### config.mk
export PLATFORM = sky130hd
export DESIGN_NAME = tdm_demux_stream_flat
export DESIGN_NICKNAME = d
export VERILOG_FILES = /design/src/rtl/tdm_pkg.sv /design/src/rtl/tdm_demux_stream_if.sv /design/src/rtl/tdm_chan_reg.sv /design/src/rtl/tdm_demux_stream.sv /design/src/flat_wrapper.sv
export SDC_FILE = /design/constraint.sdc
export NUM_CORES = 1
export LEC_CHECK = 0
export CAP_MARGIN = 30
export CORE_ASPECT_RATIO = 0.6
export CORE_MARGIN = 10
export CORE_UTILIZATION = 40
export DETAILED_ROUTE_END_ITERATION = 16
export PLACE_DENSITY = 0.75
export SLEW_MARGIN = 20
export SYNTH_ARGS = -nofsm -noshare
export SYNTH_HDL_FRONTEND = slang
export SYNTH_SLANG_ARGS = --single-unit
### constraint.sdc
create_clock -name clk -period 1.4 [get_ports clk]
set_input_delay 0.28 -clock clk [delete_from_list [all_inputs] [get_ports clk]]
set_output_delay 0.28 -clock clk [all_outputs]
set_load 0.02 [all_outputs]
### src/rtl/tdm_pkg.sv
// tdm_pkg: shared definitions for the TDM receive-side demultiplexer.
//  - default sample width, channel count and frame-counter width
//  - receive FSM state encoding
//  - channel-counter width helper
package tdm_pkg;

  localparam int DEF_WIDTH  = 8;
  localparam int DEF_NCH    = 2;
  localparam int DEF_FCNT_W = 8;

  // HUNT waits for a frame_sync sample; LOCKED tracks the channel position.
  typedef enum logic [0:0] {
    HUNT   = 1'b0,
    LOCKED = 1'b1
  } state_t;

  // Width of the channel counter. The lower bound of 1 keeps the counter
  // non-empty even for a degenerate channel count.
  function automatic int calc_cnt_w(input int nch);
    return (nch < 2) ? 1 : $clog2(nch);
  endfunction

endpackage

### src/rtl/tdm_demux_stream_if.sv
// tdm_demux_stream_if: stream bundle for the TDM demultiplexer.
//  din/din_valid/frame_sync/din_ready : interleaved input stream
//  dout/dout_valid/dout_ready         : NCH per-channel output ports,
//                                       channel k at dout[k*WIDTH +: WIDTH]
//  master = traffic source/sink around the block, slave = the demultiplexer.
interface tdm_demux_stream_if import tdm_pkg::*; #(
  parameter int WIDTH = DEF_WIDTH,
  parameter int NCH   = DEF_NCH
) ();

  logic [WIDTH-1:0]     din;
  logic                 din_valid;
  logic                 frame_sync;
  logic                 din_ready;
  logic [NCH*WIDTH-1:0] dout;
  logic [NCH-1:0]       dout_valid;
  logic [NCH-1:0]       dout_ready;

  modport master (
    output din, din_valid, frame_sync, dout_ready,
    input  din_ready, dout, dout_valid
  );

  modport slave (
    input  din, din_valid, frame_sync, dout_ready,
    output din_ready, dout, dout_valid
  );

endinterface

### src/rtl/tdm_chan_reg.sv
// tdm_chan_reg: one-entry valid/ready holding register for a single channel.
//  clk, rst_n : clock, asynchronous active-low reset
//  wr_en      : load wr_data this cycle
//  wr_data    : sample to hold
//  rd_ready   : consumer takes the held sample
//  data       : held sample (stable while valid and not taken)
//  valid      : register full
module tdm_chan_reg import tdm_pkg::*; #(
  parameter int WIDTH = DEF_WIDTH
) (
  input  logic             clk,
  input  logic             rst_n,
  input  logic             wr_en,
  input  logic [WIDTH-1:0] wr_data,
  input  logic             rd_ready,
  output logic [WIDTH-1:0] data,
  output logic             valid
);

  // A write wins over a drain, so a simultaneous drain+write keeps the
  // register full with the new sample.
  always_ff @(posedge clk or negedge rst_n) begin
    if (!rst_n) begin
      data  <= '0;
      valid <= 1'b0;
    end else if (wr_en) begin
      data  <= wr_data;
      valid <= 1'b1;
    end else if (valid && rd_ready) begin
      valid <= 1'b0;
    end
  end

endmodule

### src/rtl/tdm_demux_stream.sv
// tdm_demux_stream: time-division demultiplexer. Splits one interleaved
// stream (ch0, ch1, .., chN-1, ch0, ..) marked by frame_sync into NCH
// per-channel holding registers and detects frame misalignment.
//  clk, rst_n : clock, asynchronous active-low reset
//  bus        : stream bundle (slave side), see tdm_demux_stream_if
//  locked     : receiver is aligned to the frame
//  sync_err   : one-cycle pulse per misalignment event
//  frame_cnt  : completed frames, wraps to 0
module tdm_demux_stream import tdm_pkg::*; #(
  parameter int WIDTH  = DEF_WIDTH,
  parameter int NCH    = DEF_NCH,
  parameter int FCNT_W = DEF_FCNT_W
) (
  input  logic              clk,
  input  logic              rst_n,
  tdm_demux_stream_if.slave bus,
  output logic              locked,
  output logic              sync_err,
  output logic [FCNT_W-1:0] frame_cnt
);

  localparam int               CNT_W   = calc_cnt_w(NCH);
  localparam logic [CNT_W-1:0] LAST_CH = CNT_W'(NCH - 1);

  state_t           state;
  logic [CNT_W-1:0] chan_cnt;
  logic [CNT_W-1:0] target;
  logic [NCH-1:0]   ch_valid;
  logic [NCH-1:0]   wr_en;
  logic             missing_sync;
  logic             accept;
  logic             write;

  // Target decode and ready mux. A sync sample always lands in ch0, so an
  // early sync re-targets ch0 and takes its readiness from there. A missing
  // sync drops the sample, so it is accepted unconditionally.
  always_comb begin
    target        = '0;
    missing_sync  = (state == LOCKED) && !bus.frame_sync && (chan_cnt == '0);
    if ((state == LOCKED) && !bus.frame_sync) begin
      target = chan_cnt;
    end
    if (missing_sync) begin
      bus.din_ready = 1'b1;
    end else begin
      bus.din_ready = !ch_valid[target] || bus.dout_ready[target];
    end
    accept = bus.din_valid && bus.din_ready;
    write  = accept && !missing_sync && ((state == LOCKED) || bus.frame_sync);
    wr_en  = '0;
    if (write) begin
      wr_en[target] = 1'b1;
    end
  end

  // Frame alignment FSM, channel position and completed-frame counter.
  // Nothing moves unless a sample is accepted.
  always_ff @(posedge clk or negedge rst_n) begin
    if (!rst_n) begin
      state     <= HUNT;
      chan_cnt  <= '0;
      sync_err  <= 1'b0;
      frame_cnt <= '0;
    end else begin
      sync_err <= 1'b0;
      if (accept) begin
        if (state == HUNT) begin
          if (bus.frame_sync) begin
            state    <= LOCKED;
            chan_cnt <= CNT_W'(1);
          end
        end else if (bus.frame_sync) begin
          sync_err <= (chan_cnt != '0);
          chan_cnt <= CNT_W'(1);
        end else if (chan_cnt == '0) begin
          sync_err <= 1'b1;
          state    <= HUNT;
          chan_cnt <= '0;
        end else if (chan_cnt == LAST_CH) begin
          chan_cnt  <= '0;
          frame_cnt <= frame_cnt + FCNT_W'(1);
        end else begin
          chan_cnt <= chan_cnt + CNT_W'(1);
        end
      end
    end
  end

  assign locked = (state == LOCKED);

  for (genvar k = 0; k < NCH; k++) begin : g_chan
    tdm_chan_reg #(
      .WIDTH(WIDTH)
    ) u_chan (
      .clk     (clk),
      .rst_n   (rst_n),
      .wr_en   (wr_en[k]),
      .wr_data (bus.din),
      .rd_ready(bus.dout_ready[k]),
      .data    (bus.dout[k*WIDTH +: WIDTH]),
      .valid   (ch_valid[k])
    );
  end

  assign bus.dout_valid = ch_valid;

endmodule

### src/flat_wrapper.sv
// flat-port wrapper written by rule: the top's interface ports become plain ports
module tdm_demux_stream_flat import tdm_pkg::*;
#(
  parameter int WIDTH  = DEF_WIDTH,
  parameter int NCH    = DEF_NCH,
  parameter int FCNT_W = DEF_FCNT_W
)
  (clk, rst_n, locked, sync_err, frame_cnt, bus_din, bus_din_valid, bus_frame_sync, bus_dout_ready, bus_din_ready, bus_dout, bus_dout_valid);
  tdm_demux_stream_if #(.WIDTH(WIDTH), .NCH(NCH)) bus_i ();
  input  logic clk;
  input  logic rst_n;
  output logic locked;
  output logic sync_err;
  output logic [FCNT_W-1:0] frame_cnt;
  input wire logic [$bits(bus_i.din)-1:0] bus_din;
  input wire logic [$bits(bus_i.din_valid)-1:0] bus_din_valid;
  input wire logic [$bits(bus_i.frame_sync)-1:0] bus_frame_sync;
  input wire logic [$bits(bus_i.dout_ready)-1:0] bus_dout_ready;
  output wire logic [$bits(bus_i.din_ready)-1:0] bus_din_ready;
  output wire logic [$bits(bus_i.dout)-1:0] bus_dout;
  output wire logic [$bits(bus_i.dout_valid)-1:0] bus_dout_valid;
  assign bus_i.din = bus_din;
  assign bus_i.din_valid = bus_din_valid;
  assign bus_i.frame_sync = bus_frame_sync;
  assign bus_i.dout_ready = bus_dout_ready;
  assign bus_din_ready = bus_i.din_ready;
  assign bus_dout = bus_i.dout;
  assign bus_dout_valid = bus_i.dout_valid;
  tdm_demux_stream #(.WIDTH(WIDTH), .NCH(NCH), .FCNT_W(FCNT_W)) u_core (.clk(clk), .rst_n(rst_n), .bus(bus_i), .locked(locked), .sync_err(sync_err), .frame_cnt(frame_cnt));
endmodule
==> flow_results.org, run 1 <==
** Status
- Result of the run :: complete, but fails checks
- Failing checks :: negative setup slack

** Synthesis
- Number of enable flip-flop cells after synthesis :: 0
- Of all flip-flops after synthesis, the portion carrying an async set or reset was 100%.
- Counting flops and latches in the post-synthesis netlist gives 29.
- Post-Syn Instances :: 95
- Synthesized cell area :: 1260 µm²
- Yosys instantiated no cell more often than sky130_fd_sc_hd__dfrtp_1.
- After synthesis, flip-flops and latches occupy 57.5% of the total area.
- During synthesis, Yosys emitted a total of 0 warnings.
- Number of unique standard cell types used by synthesis :: 26
- Net Count, Synth :: 111
- The synthesized design spends more area on one cell type than any other, namely sky130_fd_sc_hd__dfrtp_1.
- Commonest cells in the netlist :: 29 x sky130_fd_sc_hd__dfrtp_1, 18 x sky130_fd_sc_hd__mux2_2, 6 x sky130_fd_sc_hd__nand2_1, 4 x sky130_fd_sc_hd__inv_1, 4 x sky130_fd_sc_hd__xor2_1
- Ranked by total cell area, the synthesized netlist is headed by sky130_fd_sc_hd__dfrtp_1 57%, sky130_fd_sc_hd__mux2_2 16%, sky130_fd_sc_hd__xor2_1 2.8%.
- Mean Syn Cell Area :: 13.3 µm²
- The top cell type by area accounts for 57.5% of the synthesized area.
- Most common flop cell mapped by yosys :: sky130_fd_sc_hd__dfrtp_1

** Final layout
- The count of cells in the finished layout, fillers not included, comes to 203.
- FF+latch area :: 729 µm²
- Cells fill 70.0% of the core in the end.
- The number of antenna diodes in the final layout is 0.
- The filler cells instantiated in the layout total 222.
- Relative to the synthesized area, the layout overhead comes to 63.4%.
- In the final layout, the share of cells above drive strength 1 is 39.8%.
- The final layout contains 176 nets.
- Footprint of the multi-input gates :: 586 µm²

** Power and ir drop
- For this design the static power due to leakage is 1.03 nW.
- In this run the power density over the cells is 1730 nW/µm².
- Total Power :: 3.57 mW
- Max rail drop VDD :: 0.00101 V

** Route
- Dividing the detail-routed wire length by the instance count gives 16.0 µm.
- Antenna Violating Nets Remaining :: 0
- Sum of met3 wire segment lengths after detailed routing :: 462 µm
- After detailed routing, the met2 layer carries 1.36 mm of wire.
- Using the TritonRoute via totals, the vias-per-cell ratio works out to 4.63.
- After detailed routing, no signal wire sits above met4.
- The detailed router placed 940 vias in this run.
- Detailed-route DRC error count :: 0
- Total wirelength of the detailed-routed design :: 3.25 mm
- After the first detailed-routing iteration, the DRC count stood at 28.
- After detailed routing, the wire length on met1 is 1.39 mm.
- For this run, the detailed router's first-pass iteration total came to 2.

** Clock network
- CTS sink cnt :: 29
- The clock passes through at most 2 buffers.
- The tree is rooted in a sky130_fd_sc_hd__clkbuf_8.
- The number of clock buffers added by TritonCTS is 5.
- Clock tree from TritonCTS :: done
- Clock latency on the worst-skew pair, taken at its later pin, is 0.28 ns.
- The H-tree generated during clock tree synthesis spans 2 levels.
- Clock-pin slew on the worst setup and hold paths :: 0.06 ns
- Hold-fix buffer count after cts :: 0

** Floorplanning
- Die Ht :: 63.5 µm
- The die is 92.5 µm wide.
- The floorplan step defined a core boundary enclosing 2950 µm².
- After floorplanning, the core was divided into 15 placement rows.
- For this configuration, the core starts out at a cell density of 42.8%.
- Boundary Pins :: 43
- The floorplan step defined a die boundary enclosing 5880 µm².

** STA
- After layout, the minimum clock period comes to 1.51 ns.
- Max Clock Skew :: 0.00395 ns
- Actual transition at the worst max-transition pin :: 0.233 ns
- Dividing the final minimum period by the clock period gives 108%.
- Setup repair after global routing could not meet its margin everywhere.
- Final setup fails :: 13
- In this run the tightest slew margin relative to its limit is 84.3%.
- The final count of hold timing violations was 0.
- The max-slew violation count was 0.
- Fmax :: 663 MHz
- In the post-route analysis, the smallest setup slack over all paths is -0.107 ns.

** Critical path
- Maximum fanout count along the critical path :: 2
- In this run the register-to-register setup slack is -0.07 ns.
- Worst setup EP type :: primary output
- Reg-to-reg critical path endpoint :: u_core.frame_cnt[5]$_DFFE_PN0P_
- Worst Setup SP :: u_core.locked$_DFFE_PN0P_
- The most critical setup path has its endpoint at bus_din_ready.
- Launching element type of the critical path :: register
- In this run the critical register-to-register path is launched from u_core.locked$_DFFE_PN0P_.
- Data arrives at the worst endpoint at 1.23 ns.
- Depth of the worst register-to-register path :: 5
- CP required :: 1.12 ns
- The critical path is of the register to primary output type.

** Global routing
- The number of global-route vias before repair was 1058.
- In the global route stage, overall resource usage came out at 12.1%.
- Antenna violations before repair :: 0
- The first global-routing pass estimated 5.55 mm of wire.
- For this run the aggregate overflow at the end of global routing stands at 0.
- Pin count of the biggest net entering global routing :: 30

** Place
- Placed Cells :: 189
- Detailed Place HPWL :: 2.30 mm
- At the end of routability-driven placement, the weighted congestion stood at 0.785.
- Input and output buffers added on the ports amount to 42.

** Flow run
- Max-capacitance violation count :: 0

** Hold path
- The path class of the tightest hold or removal check is input pin to asynchronous set/reset pin.
-- power by group --
| group | leakage [nW] | switching (mW) | internal, mW |
|---|---|---|---|
| Sequential | 0.352 | 0.162 | 1.11 |
| Combinational | 0.636 | 0.794 | 0.858 |
| Clock | 0.0450 | 0.310 | 0.343 |
-- flip-flops by register name (all words and copies together), names as in the netlist --
name	cells
u_core.g_chan.u_chan.data	16
u_core.frame_cnt	8
u_core.g_chan.u_chan.valid	2
u_core.chan_cnt	1
u_core.locked	1
u_core.sync_err	1
-- per-stage QoR --
| stage | setup slack, ns | instance area [µm²] | hold slack, ns | TNS, ns |
|---|---|---|---|---|
| after floorplan | -0.00533 | 1270 | -0.0156 | -0.0219 |
| after global placement | -0.615 | 1860 | 0.454 | -10.73 |
| after detailed placement | -0.644 | 1860 | 0.458 | -11.53 |
| after CTS | -0.147 | 2050 | 0.359 | -0.648 |
| after global routing | -0.157 | 2060 | 0.362 | -1.22 |
| final | -0.107 | 2060 | 0.363 | -0.404 |
-- placed cells by master, fill, tap and decap left out, types with 2 or more instances in the layout --
master | netlist | final
sky130_fd_sc_hd__dfrtp_1 | 29 | 26
sky130_fd_sc_hd__clkdlybuf4s50_1 | 0 | 9
sky130_fd_sc_hd__mux2_2 | 18 | 3
sky130_fd_sc_hd__inv_1 | 4 | 4
sky130_fd_sc_hd__nor2_4 | 0 | 2
sky130_fd_sc_hd__buf_4 | 3 | 11
sky130_fd_sc_hd__xor2_1 | 4 | 4
sky130_fd_sc_hd__xnor2_1 | 3 | 3
sky130_fd_sc_hd__dfrtp_2 | 0 | 3
sky130_fd_sc_hd__buf_6 | 0 | 8
sky130_fd_sc_hd__clkinv_2 | 0 | 2
sky130_fd_sc_hd__dlygate4sd2_1 | 0 | 30
sky130_fd_sc_hd__o21ai_0 | 3 | 3
sky130_fd_sc_hd__ha_1 | 2 | 2
sky130_fd_sc_hd__nand2_1 | 6 | 5
sky130_fd_sc_hd__nor2_1 | 2 | 2
sky130_fd_sc_hd__buf_12 | 0 | 2
sky130_fd_sc_hd__nand3_1 | 3 | 2
sky130_fd_sc_hd__clkbuf_8 | 0 | 5
sky130_fd_sc_hd__nand2b_4 | 1 | 2
sky130_fd_sc_hd__mux2_4 | 0 | 15
-- worst max-delay path: stages (launching register included) --
cell and delay (ns):
sky130_fd_sc_hd__dfrtp_2 0.42, sky130_fd_sc_hd__nand2b_4 0.08, sky130_fd_sc_hd__mux2_4 0.31, sky130_fd_sc_hd__buf_6 0.13
-- layout make-up --
class	instances	share of cell area, %
sequential	29	35.4
clock buffer	6	3.52
clock inverter	2	0.485
multi-input combinational	58	28.4
inverter	4	0.728
timing repair buffer	62	29.0
tap	42	2.55
-- layer usage --
layer  vias to the layer above  GRT usage [%]
li1                        449              -
met1                       449           13.2
met2                        35           17.4
met3                         7           10.2
met4                         0           3.45
met5                         -              0
-- kinds of logic (layout without fill, tap and decap cells) --
kind of cell | count (synthesis) | in the layout | share of synthesized area, %
flops | 29 | 29 | 57.5
buf+inv | 8 | 74 | 3.37
compound gates | 4 | 4 | 1.78
fa+ha+maj | 2 | 2 | 1.98
simple gates | 26 | 26 | 13.7
xor+xnor | 7 | 7 | 4.86
mux | 19 | 19 | 16.8
-- what timing repair did --
item / 4_1_cts / 5_1_grt
gates cloned: 1 / 0
gates resized for setup: 68 / 6
setup endpoints to repair: 52 / 22
pin swaps: 1 / 2
setup buffers: 4 / 2
-- worst min path at each step --
| stage | slack [ns] | from | cells after the start | end |
|---|---|---|---|---|
| after CTS | 0.36 | rst_n | 2 | u_core.frame_cnt[7]$_DFFE_PN0P_ |
| after floorplan | -0.02 | rst_n | 0 | u_core.chan_cnt$_DFFE_PN0P_ |
| after detailed placement | 0.46 | u_core.frame_cnt[7]$_DFFE_PN0P_ | 1 | u_core.frame_cnt[7]$_DFFE_PN0P_ |
| after global routing | 0.36 | rst_n | 2 | u_core.frame_cnt[1]$_DFFE_PN0P_ |
| final | 0.36 | rst_n | 2 | u_core.sync_err$_DFF_PN0_ |
| after global placement | 0.45 | u_core.frame_cnt[7]$_DFFE_PN0P_ | 1 | u_core.frame_cnt[7]$_DFFE_PN0P_ |
Note: power is estimated with default switching activity, not from simulation.
==> inputs of run 2 (changes only) <==
--- a/config.mk
+++ b/config.mk
@@ -5,12 +5,13 @@
 export SDC_FILE = /design/constraint.sdc
 export NUM_CORES = 1
 export LEC_CHECK = 0
+export ABC_AREA = 1
 export CAP_MARGIN = 30
 export CORE_ASPECT_RATIO = 0.6
-export CORE_MARGIN = 10
-export CORE_UTILIZATION = 40
+export CORE_MARGIN = 2
+export CORE_UTILIZATION = 41
 export DETAILED_ROUTE_END_ITERATION = 16
-export PLACE_DENSITY = 0.75
+export PLACE_DENSITY = 0.74
 export SLEW_MARGIN = 20
 export SYNTH_ARGS = -nofsm -noshare
 export SYNTH_HDL_FRONTEND = slang
==> run 2 against run 1 <==
Net effect: the run still ends with negative setup slack left; non-clock buffer count grew 3; die area shrank 34%; flip-flop and latch count is the same; critical endpoint unchanged; utilization shrank 5.5 points; combinational power shrank 18%; largest cell class unchanged; hold slack lost 0.0083 ns; fmax grew 1.1%; wire length grew 1.7%; global-route usage grew 7.1 points.
==> flow_results.org, run 2 <==
** Synthesis
- The cell area after technology mapping was 1390 µm² (+10%).
- Seq cells post-synth :: 29 (unchanged)
- Net Count, Synth :: 184 (+66%)
- Number of unique standard cell types used by synthesis :: 20 (-23%)
- By area the synthesized netlist is led by sky130_fd_sc_hd__dfrtp_1 52%, sky130_fd_sc_hd__nand2_1 19%, sky130_fd_sc_hd__nand4_1 5.0%.
- Most common flop cell mapped by yosys :: sky130_fd_sc_hd__dfrtp_1
- Share of synthesized registers carrying an async set or reset :: 100% (unchanged)
- Yosys top cell area share :: 52.2% (-5.3 points)
- Commonest cells in the netlist :: 72 x sky130_fd_sc_hd__nand2_1, 29 x sky130_fd_sc_hd__dfrtp_1, 15 x sky130_fd_sc_hd__inv_1, 11 x sky130_fd_sc_hd__nand4_1
- Mux share of post-synthesis cell area :: 0% (-17 points)
- Register area share after synthesis :: 52.2% (-5.3 points)
- The count of synthesis-stage warnings from yosys came to 0 (unchanged).
- Synthesized-area fraction occupied by ao, oa, aoi and oai cells :: 2.52% (+0.74 points)
- Post-synth top area cell :: sky130_fd_sc_hd__dfrtp_1
- The number of flops mapped to enable cells by yosys was 0 (unchanged).
- Mean Syn Cell Area :: 8.27 µm² (-38%)
- Post-Synth Adder-Cell Area :: 1.80% (-0.18 points)
- After synthesis, the largest family of logic cells by area is simple AND/OR/NAND/NOR gates.
- Xor and xnor area share after synthesis :: 1.26% (-3.6 points)
- The gate count of the mapped netlist is 168 (+77%).
- The simple-gate portion of the synthesized area is 32.9% (+19 points).
- Most repeated cell in the gate-level netlist after synthesis :: sky130_fd_sc_hd__nand2_1

** Place
- The number of I/O port buffers is 42 (unchanged).
- The last weighted congestion value of the routability-driven placer came to 0.837 (+6.6%).
- Detailed Place HPWL :: 2.40 mm (+4.5%)

** Global routing
- Global-route wire length before repair :: 5.60 mm (+0.74%)
- Global route total overflow :: 0 (unchanged)
- Pin count of the biggest net entering global routing :: 30 (unchanged)
- Antenna violations before repair :: 0 (unchanged)
- Number of global-route vias before repair :: 1236 (+17%)
- The global-route usage over all layers is 19.3% (+7.1 points).

** Floorplanning
- Die area :: 3890 µm² (-34%)
- The top-level I/O count is 43 (unchanged).
- Placement Rows :: 16 (+1)
- Die Ht :: 49.1 µm (-23%)
- Die boundary width :: 79.2 µm (-14%)
- Area of the core region :: 3240 µm² (+10%)
- Starting utilization of the core area :: 42.9% (about the same)

** Final layout
- Most frequent cells in the layout :: 72 x sky130_fd_sc_hd__nand2_1, 29 x sky130_fd_sc_hd__dfrtp_1, 28 x sky130_fd_sc_hd__dlygate4sd2_1, 21 x sky130_fd_sc_hd__buf_4, 15 x sky130_fd_sc_hd__inv_1
- Largest register FFs :: 16 (unchanged)
- In the final layout, the registers with the most flip-flops are u_core.g_chan.u_chan.data x16, u_core.frame_cnt x8, u_core.g_chan.u_chan.valid x2.
- Leading cell type in the layout, fill and taps excluded :: sky130_fd_sc_hd__nand2_1
- The filler cell count in the final layout was 297 (+34%).
- Reg with most FFs :: u_core.g_chan.u_chan.data
- Diodes inserted :: 0 (unchanged)
- The final net count is 248 (+41%).
- The final core utilization came to 64.5% (-5.5 points).
- From synthesis to final layout, the design area changed by 50.5%.
- Share of post-route cells with drive strength above 1 :: 18.0% (-22 points)

** STA
- The maximum frequency from static timing analysis came to 671 MHz (+1.1%).
- Rel. slew slack :: 85.5% (+1.3 points)
- The measured slew at the worst slew-check pin is 0.218 ns (-0.0147 ns).
- The post-route clock skew is 0.00364 ns (-0.000311 ns).
- Number of failing hold endpoints at the final stage :: 0 (unchanged)
- The post-route worst setup slack was -0.0907 ns (+0.0166 ns).
- Time the final worst path needs with I/O delays and setup :: 1.49 ns (-0.0166 ns)
- Worst hold margin :: 0.355 ns (-0.00826 ns)
- The share of the clock period used by the worst path came to 106% (-1.2 points).
- The number of failing setup endpoints in the final timing report was 1 (-12).
- Final number of max-transition violations :: 0 (unchanged)
- Setup repair after global routing could not meet its margin everywhere.

** Critical path
- Crit Path Class :: register to primary output
- Arrival time of data at the critical path endpoint :: 1.21 ns (-0.02 ns)
- Worst setup EP type :: primary output
- CP required :: 1.12 ns (about the same)
- STA classifies the critical path startpoint as a register.
- The largest driver fanout on the critical path was 3 (+1).

** Route
- The average wire per cell in the routed design is 11.9 µm (-26%).
- The number of routed nets with antenna violations was 0 (unchanged).
- Number of detailed-route iterations in the first pass :: 4 (+2)
- Post-detailed-route via-to-cell ratio :: 4.70 (+1.5%)
- The routed wire length came to 3.30 mm (+1.7%).
- The total via count after detailed routing was 1307 (+39%).
- Detailed-route DRC error count :: 0 (unchanged)
- Iteration-0 DRC count of the detailed router :: 23 (-18%)

** Status
- Result of the run :: complete, but fails checks
- The checks that failed: negative setup slack.

** Hold path
- Worst min-delay path category :: input pin to asynchronous set/reset pin

** Flow run
- The count of maximum capacitance violations came to 0 (unchanged).

** Clock network
- The H-tree depth came to 2 (unchanged).
- Buffers from clock root to sink, at most :: 2 (unchanged)
- Hold-fix buffer count after cts :: 0 (unchanged)
- Insertion delay to the later sink of the worst-skew pair :: 0.28 ns (about the same)
- The CTS buffer count came to 5 (unchanged).
- Clock-pin slew on the worst setup and hold paths :: 0.06 ns (about the same)
- The number of clock sinks is 29 (unchanged).
- Clock root buffer master :: sky130_fd_sc_hd__clkbuf_8
- TritonCTS built the clock tree.

** Power and ir drop
- Power Density :: 1600 nW/µm² (-7.5%)
- Leakage :: 1.16 nW (+13%)
- Max rail drop VDD :: 0.000929 V (-8.4%)
- Total Power :: 3.35 mW (-6.2%)
==> run 2: layout make-up <==
type	count	area (µm²)	area share (%)
timing repair buffer	65	589	28.2
sequential	29	726	34.7
clock buffer	7	96.3	4.61
clock inverter	1	5.00	0.239
tap	45	56.3	2.69
inverter	17	63.8	3.05
multi-input combinational	114	556	26.6
==> run 2: logic make-up after synthesis <==
group	Yosys count
XOR/XNOR	2
flip-flops	29
buffers and inverters	25
AND/OR/NAND/NOR	103
adder cells (fa/ha/maj)	2
AO/OA/AOI/OAI	7
==> run 2: critical path: stages, from the launching register on <==
cell	delay, ns
sky130_fd_sc_hd__dfrtp_1	0.39
sky130_fd_sc_hd__inv_2	0.07
sky130_fd_sc_hd__nor2_4	0.09
sky130_fd_sc_hd__nor2_2	0.04
sky130_fd_sc_hd__nor2_2	0.13
sky130_fd_sc_hd__buf_12	0.13
sky130_fd_sc_hd__buf_8	0.10
==> run 2: path summary, 6_finish.rpt <==
check	start	end	slack [ns]	depth (start not counted)
worst max-delay path	u_core.locked$_DFFE_PN0P_	bus_din_ready	-0.09	6
worst min-delay path	rst_n	u_core.g_chan[0].u_chan.valid$_DFFE_PN0P_	0.36	2
worst max register to register	u_core.locked$_DFFE_PN0P_	u_core.frame_cnt[4]$_DFFE_PN0P_	0.12	8
worst min register to register	u_core.g_chan[0].u_chan.data[6]$_DFFE_PN0P_	u_core.g_chan[0].u_chan.data[6]$_DFFE_PN0P_	0.48	2
max in group asynchronous	rst_n	u_core.frame_cnt[4]$_DFFE_PN0P_	0.88	2
min in group clk	bus_dout_ready[0]	u_core.g_chan[0].u_chan.valid$_DFFE_PN0P_	0.44	4
==> run 2: metrics by stage <==
step	cells	instance area, µm²	setup TNS, ns	setup slack [ns]
2_1_floorplan	168	1390	0	0.0870
3_3_place_gp	268	1980	-8.89	-0.748
3_5_place_dp	268	1980	-9.11	-0.778
4_1_cts	277	2070	-0.104	-0.104
5_1_grt	278	2090	-0.160	-0.144
6_report	278	2090	-0.0907	-0.0907
==> run 2: report_power, final <==
group | leakage (nW) | switching (mW) | internal (mW)
clock | 0.0542 | 0.311 | 0.443
combinational | 0.740 | 0.765 | 0.598
sequential | 0.368 | 0.156 | 1.08
==> run 2: what timing repair did <==
item                                    CTS  global route
pin swaps                                 1             0
buffers inserted                          2             1
resized for setup                        41             7
endpoints found under the setup margin   51            15
==> run 2: metal layers <==
metal,share of wire [%],global-route usage (%)
met1,51,28.7
met3,6.8,5.93
met2,41,26.0
met4,1.7,7.76
met5,0,0
==> inputs of run 3 (changes only) <==
--- a/config.mk
+++ b/config.mk
@@ -6,12 +6,13 @@
 export NUM_CORES = 1
 export LEC_CHECK = 0
 export ABC_AREA = 1
-export CAP_MARGIN = 30
+export CAP_MARGIN = 0
 export CORE_ASPECT_RATIO = 0.6
 export CORE_MARGIN = 2
-export CORE_UTILIZATION = 41
+export CORE_UTILIZATION = 43
+export CTS_BUF_LIST = sky130_fd_sc_hd__clkbuf_2
 export DETAILED_ROUTE_END_ITERATION = 16
-export PLACE_DENSITY = 0.74
+export PLACE_DENSITY = 0.78
 export SLEW_MARGIN = 20
 export SYNTH_ARGS = -nofsm -noshare
 export SYNTH_HDL_FRONTEND = slang
==> run 3 against run 2 <==
Net effect: the run still ends with negative setup slack left; sequential power about the same; combinational power up 7%; highest routed layer unchanged; clock-buffer cell count down 2; largest cell class unchanged.
==> flow_results.org, run 3 (synthesis results as in run 2) <==
** Final layout
- Diodes inserted :: 0 (unchanged)
- The final core utilization was 69.5% (+5.0 points).
- Leaving out fill and tap cells, the most frequent cell in the layout is sky130_fd_sc_hd__nand2_1.
- The final standard cell count with taps included and fillers excluded came to 279 (+0.36%).
- Reg with most FFs :: u_core.g_chan.u_chan.data
- Compared with the post-synthesis result, the final layout area differs by 48.2%.
- Leaving out fill and tap cells, the most frequent cells in the layout are 72 x sky130_fd_sc_hd__nand2_1, 29 x sky130_fd_sc_hd__dfrtp_1, 24 x sky130_fd_sc_hd__buf_4, 15 x sky130_fd_sc_hd__inv_1, 15 x sky130_fd_sc_hd__clkdlybuf4s15_1.
- The fraction of final layout cells with drive strength greater than 1 is 21.9% (+3.9 points).
- Final #Nets :: 252 (+1.6%)
- Largest register FFs :: 16 (unchanged)
- Regs by FF count :: u_core.g_chan.u_chan.data x16, u_core.frame_cnt x8, u_core.g_chan.u_chan.valid x2

** Status
- The checks that failed: negative setup slack.
- Result of the run :: complete, but fails checks

** Route
- The number of DRC markers in iteration 0 was 106 (+360%).
- The routed wire length was 3.57 mm (+8.0%).
- The total DRC errors in the routed layout was 0 (unchanged).
- The number of routed nets with antenna violations came to 0 (unchanged).
- WL/cell :: 12.8 µm (+7.6%)
- The via density per instance is 4.96 (+5.4%).
- The total via count after detailed routing was 1383 (+5.8%).
- Number of detailed-route iterations in the first pass :: 4 (unchanged)

** STA
- The final count of hold timing violations is 0 (unchanged).
- Time the final worst path needs with I/O delays and setup :: 1.54 ns (+0.0527 ns)
- The measured slew at the worst slew-check pin came to 0.230 ns (+0.0119 ns).
- TNS Setup :: -0.225 ns (-0.134 ns)
- The number of failing setup endpoints in the final timing report was 2 (+1).
- The post-route worst setup slack is -0.143 ns (-0.0527 ns).
- The relative slew slack was 84.5% (-1.0 points).
- Fmax :: 648 MHz (-3.4%)
- Setup repair after global routing could not meet its margin everywhere.
- The max-slew violation count came to 0 (unchanged).
- Final critical-path share of the clock period :: 110% (+3.8 points)
- The post-route clock skew is 0.00276 ns (-0.000880 ns).

** Global routing
- Antenna violations before repair :: 0 (unchanged)
- The global-route usage over all layers is 21.1% (+1.8 points).
- Pin count of the biggest net entering global routing :: 30 (unchanged)
- Global route total overflow :: 0 (unchanged)
- The first-pass GRT wire length was 5.73 mm (+2.5%).
- The number of global-route vias before repair came to 1253 (+1.4%).

** Power and ir drop
- Max rail drop VDD :: 0.00108 V (+16%)
- The cell leakage power came to 1.11 nW (-4.4%).
- Power Density :: 1500 nW/µm² (-6.6%)
- The overall power is 3.09 mW (-8.0%).

** Critical path
- Launching element type of the critical path :: register
- The critical path is of the register to primary output type.
- The largest driver fanout on the critical path was 4 (+1).
- Biggest cell delay along the critical path :: 0.43 ns (+0.04 ns)
- Cell type of the slowest stage on the worst timing path :: sky130_fd_sc_hd__dfrtp_1
- Crit path buffers/inverters :: 2 (-1)
- Worst path cell trace :: inv_2, nor2_4, nor2_1, nor2_2, buf_6
- STA classifies the critical path endpoint as a primary output.
- The cell family contributing the most delay on the critical path is flip-flops.
- The data required time at the worst endpoint is 1.12 ns (about the same).
- The endpoint arrival time on the critical path came to 1.26 ns (+0.05 ns).

** Clock network
- Buffers from clock root to sink, at most :: 2 (unchanged)
- The number of clock sinks came to 29 (unchanged).
- Hold-fix buffer count after cts :: 0 (unchanged)
- H-tree levels :: 2 (unchanged)
- Number of buffers created by CTS :: 5 (unchanged)
- The cell sitting at the root of the clock tree is a sky130_fd_sc_hd__clkbuf_2.
- Insertion delay to the later sink of the worst-skew pair :: 0.36 ns (+0.08 ns)
- Clock tree from TritonCTS :: done
- Clock-pin slew on the worst setup and hold paths :: 0.15 ns (+0.09 ns)

** Place
- The last weighted congestion value of the routability-driven placer is 0.880 (+5.1%).
- The post-placement cell count came to 266 (-0.75%).
- The number of I/O port buffers was 42 (unchanged).
- The pre-CTS setup slack was -0.662 ns (+0.115 ns).
- The half-perimeter wire length after placement came to 2.70 mm (+12%).

** Floorplanning
- Die Ht :: 48.0 µm (-2.2%)
- The area enclosed by the die boundary came to 3720 µm² (-4.4%).
- The placeable core region came to 2970 µm² (-8.6%).
- Boundary Pins :: 43 (unchanged)
- The horizontal extent of the die came to 77.4 µm (-2.2%).
- The starting density of the core came to 46.9% (+4.0 points).
- Placement Rows :: 15 (-1)

** Hold path
- Worst min-delay path category :: input pin to asynchronous set/reset pin

** Flow run
- The count of maximum capacitance violations was 0 (unchanged).
-- run 3: area by class of cell --
type                    instances  area, µm²
well taps                      42       52.6
inverters                      17       68.8
flip-flops and latches         29        726
fillers                       249        905
clock buffers                   5       25.0
repair buffers                 69        632
clock inverters                 3       12.5
multi-input cells             114        544
-- run 3: worst paths after layout --
check / start / endpoint / slack [ns] / depth (start not counted)
max: u_core.locked$_DFFE_PN0P_ / bus_din_ready / -0.14 / 5
min: rst_n / u_core.g_chan[1].u_chan.data[2]$_DFFE_PN0P_ / 0.25 / 2
max reg2reg: u_core.locked$_DFFE_PN0P_ / u_core.frame_cnt[6]$_DFFE_PN0P_ / 0.05 / 8
min reg2reg: u_core.g_chan[0].u_chan.data[0]$_DFFE_PN0P_ / u_core.g_chan[0].u_chan.data[0]$_DFFE_PN0P_ / 0.50 / 2
max in group asynchronous: rst_n / u_core.g_chan[1].u_chan.data[6]$_DFFE_PN0P_ / 0.99 / 2
min in group clk: bus_din[6] / u_core.g_chan[1].u_chan.data[6]$_DFFE_PN0P_ / 0.48 / 3
-- run 3: per-stage QoR --
stage | hold WS [ns] | instance area [µm²]
floorplan | -0.0156 | 1390
global placement | 0.464 | 2000
detailed placement | 0.467 | 2000
CTS | 0.253 | 2000
global route | 0.239 | 2060
finish | 0.255 | 2060
-- run 3: report_power, final --
group	switching (mW)	leakage, nW	internal, mW
sequential	0.148	0.368	1.08
clock	0.291	0.0278	0.109
combinational	0.805	0.715	0.656
-- run 3: routing by layer --
metal | GRT usage [%] | wire [µm] | vias up
met2 | 33.9 | 1620 | 55
met3 | 6.04 | 226 | 10
met1 | 27.1 | 1650 | 654
met5 | 0 | 0 | -
met4 | 11.1 | 69 | 0
li1 | - | - | 664
-- run 3: repair_timing --
item	4_1_cts	5_1_grt
gates cloned	0	0
endpoints found under the setup margin	30	33
setup buffers	0	5
pin swaps	1	0
gates resized for setup	52	26
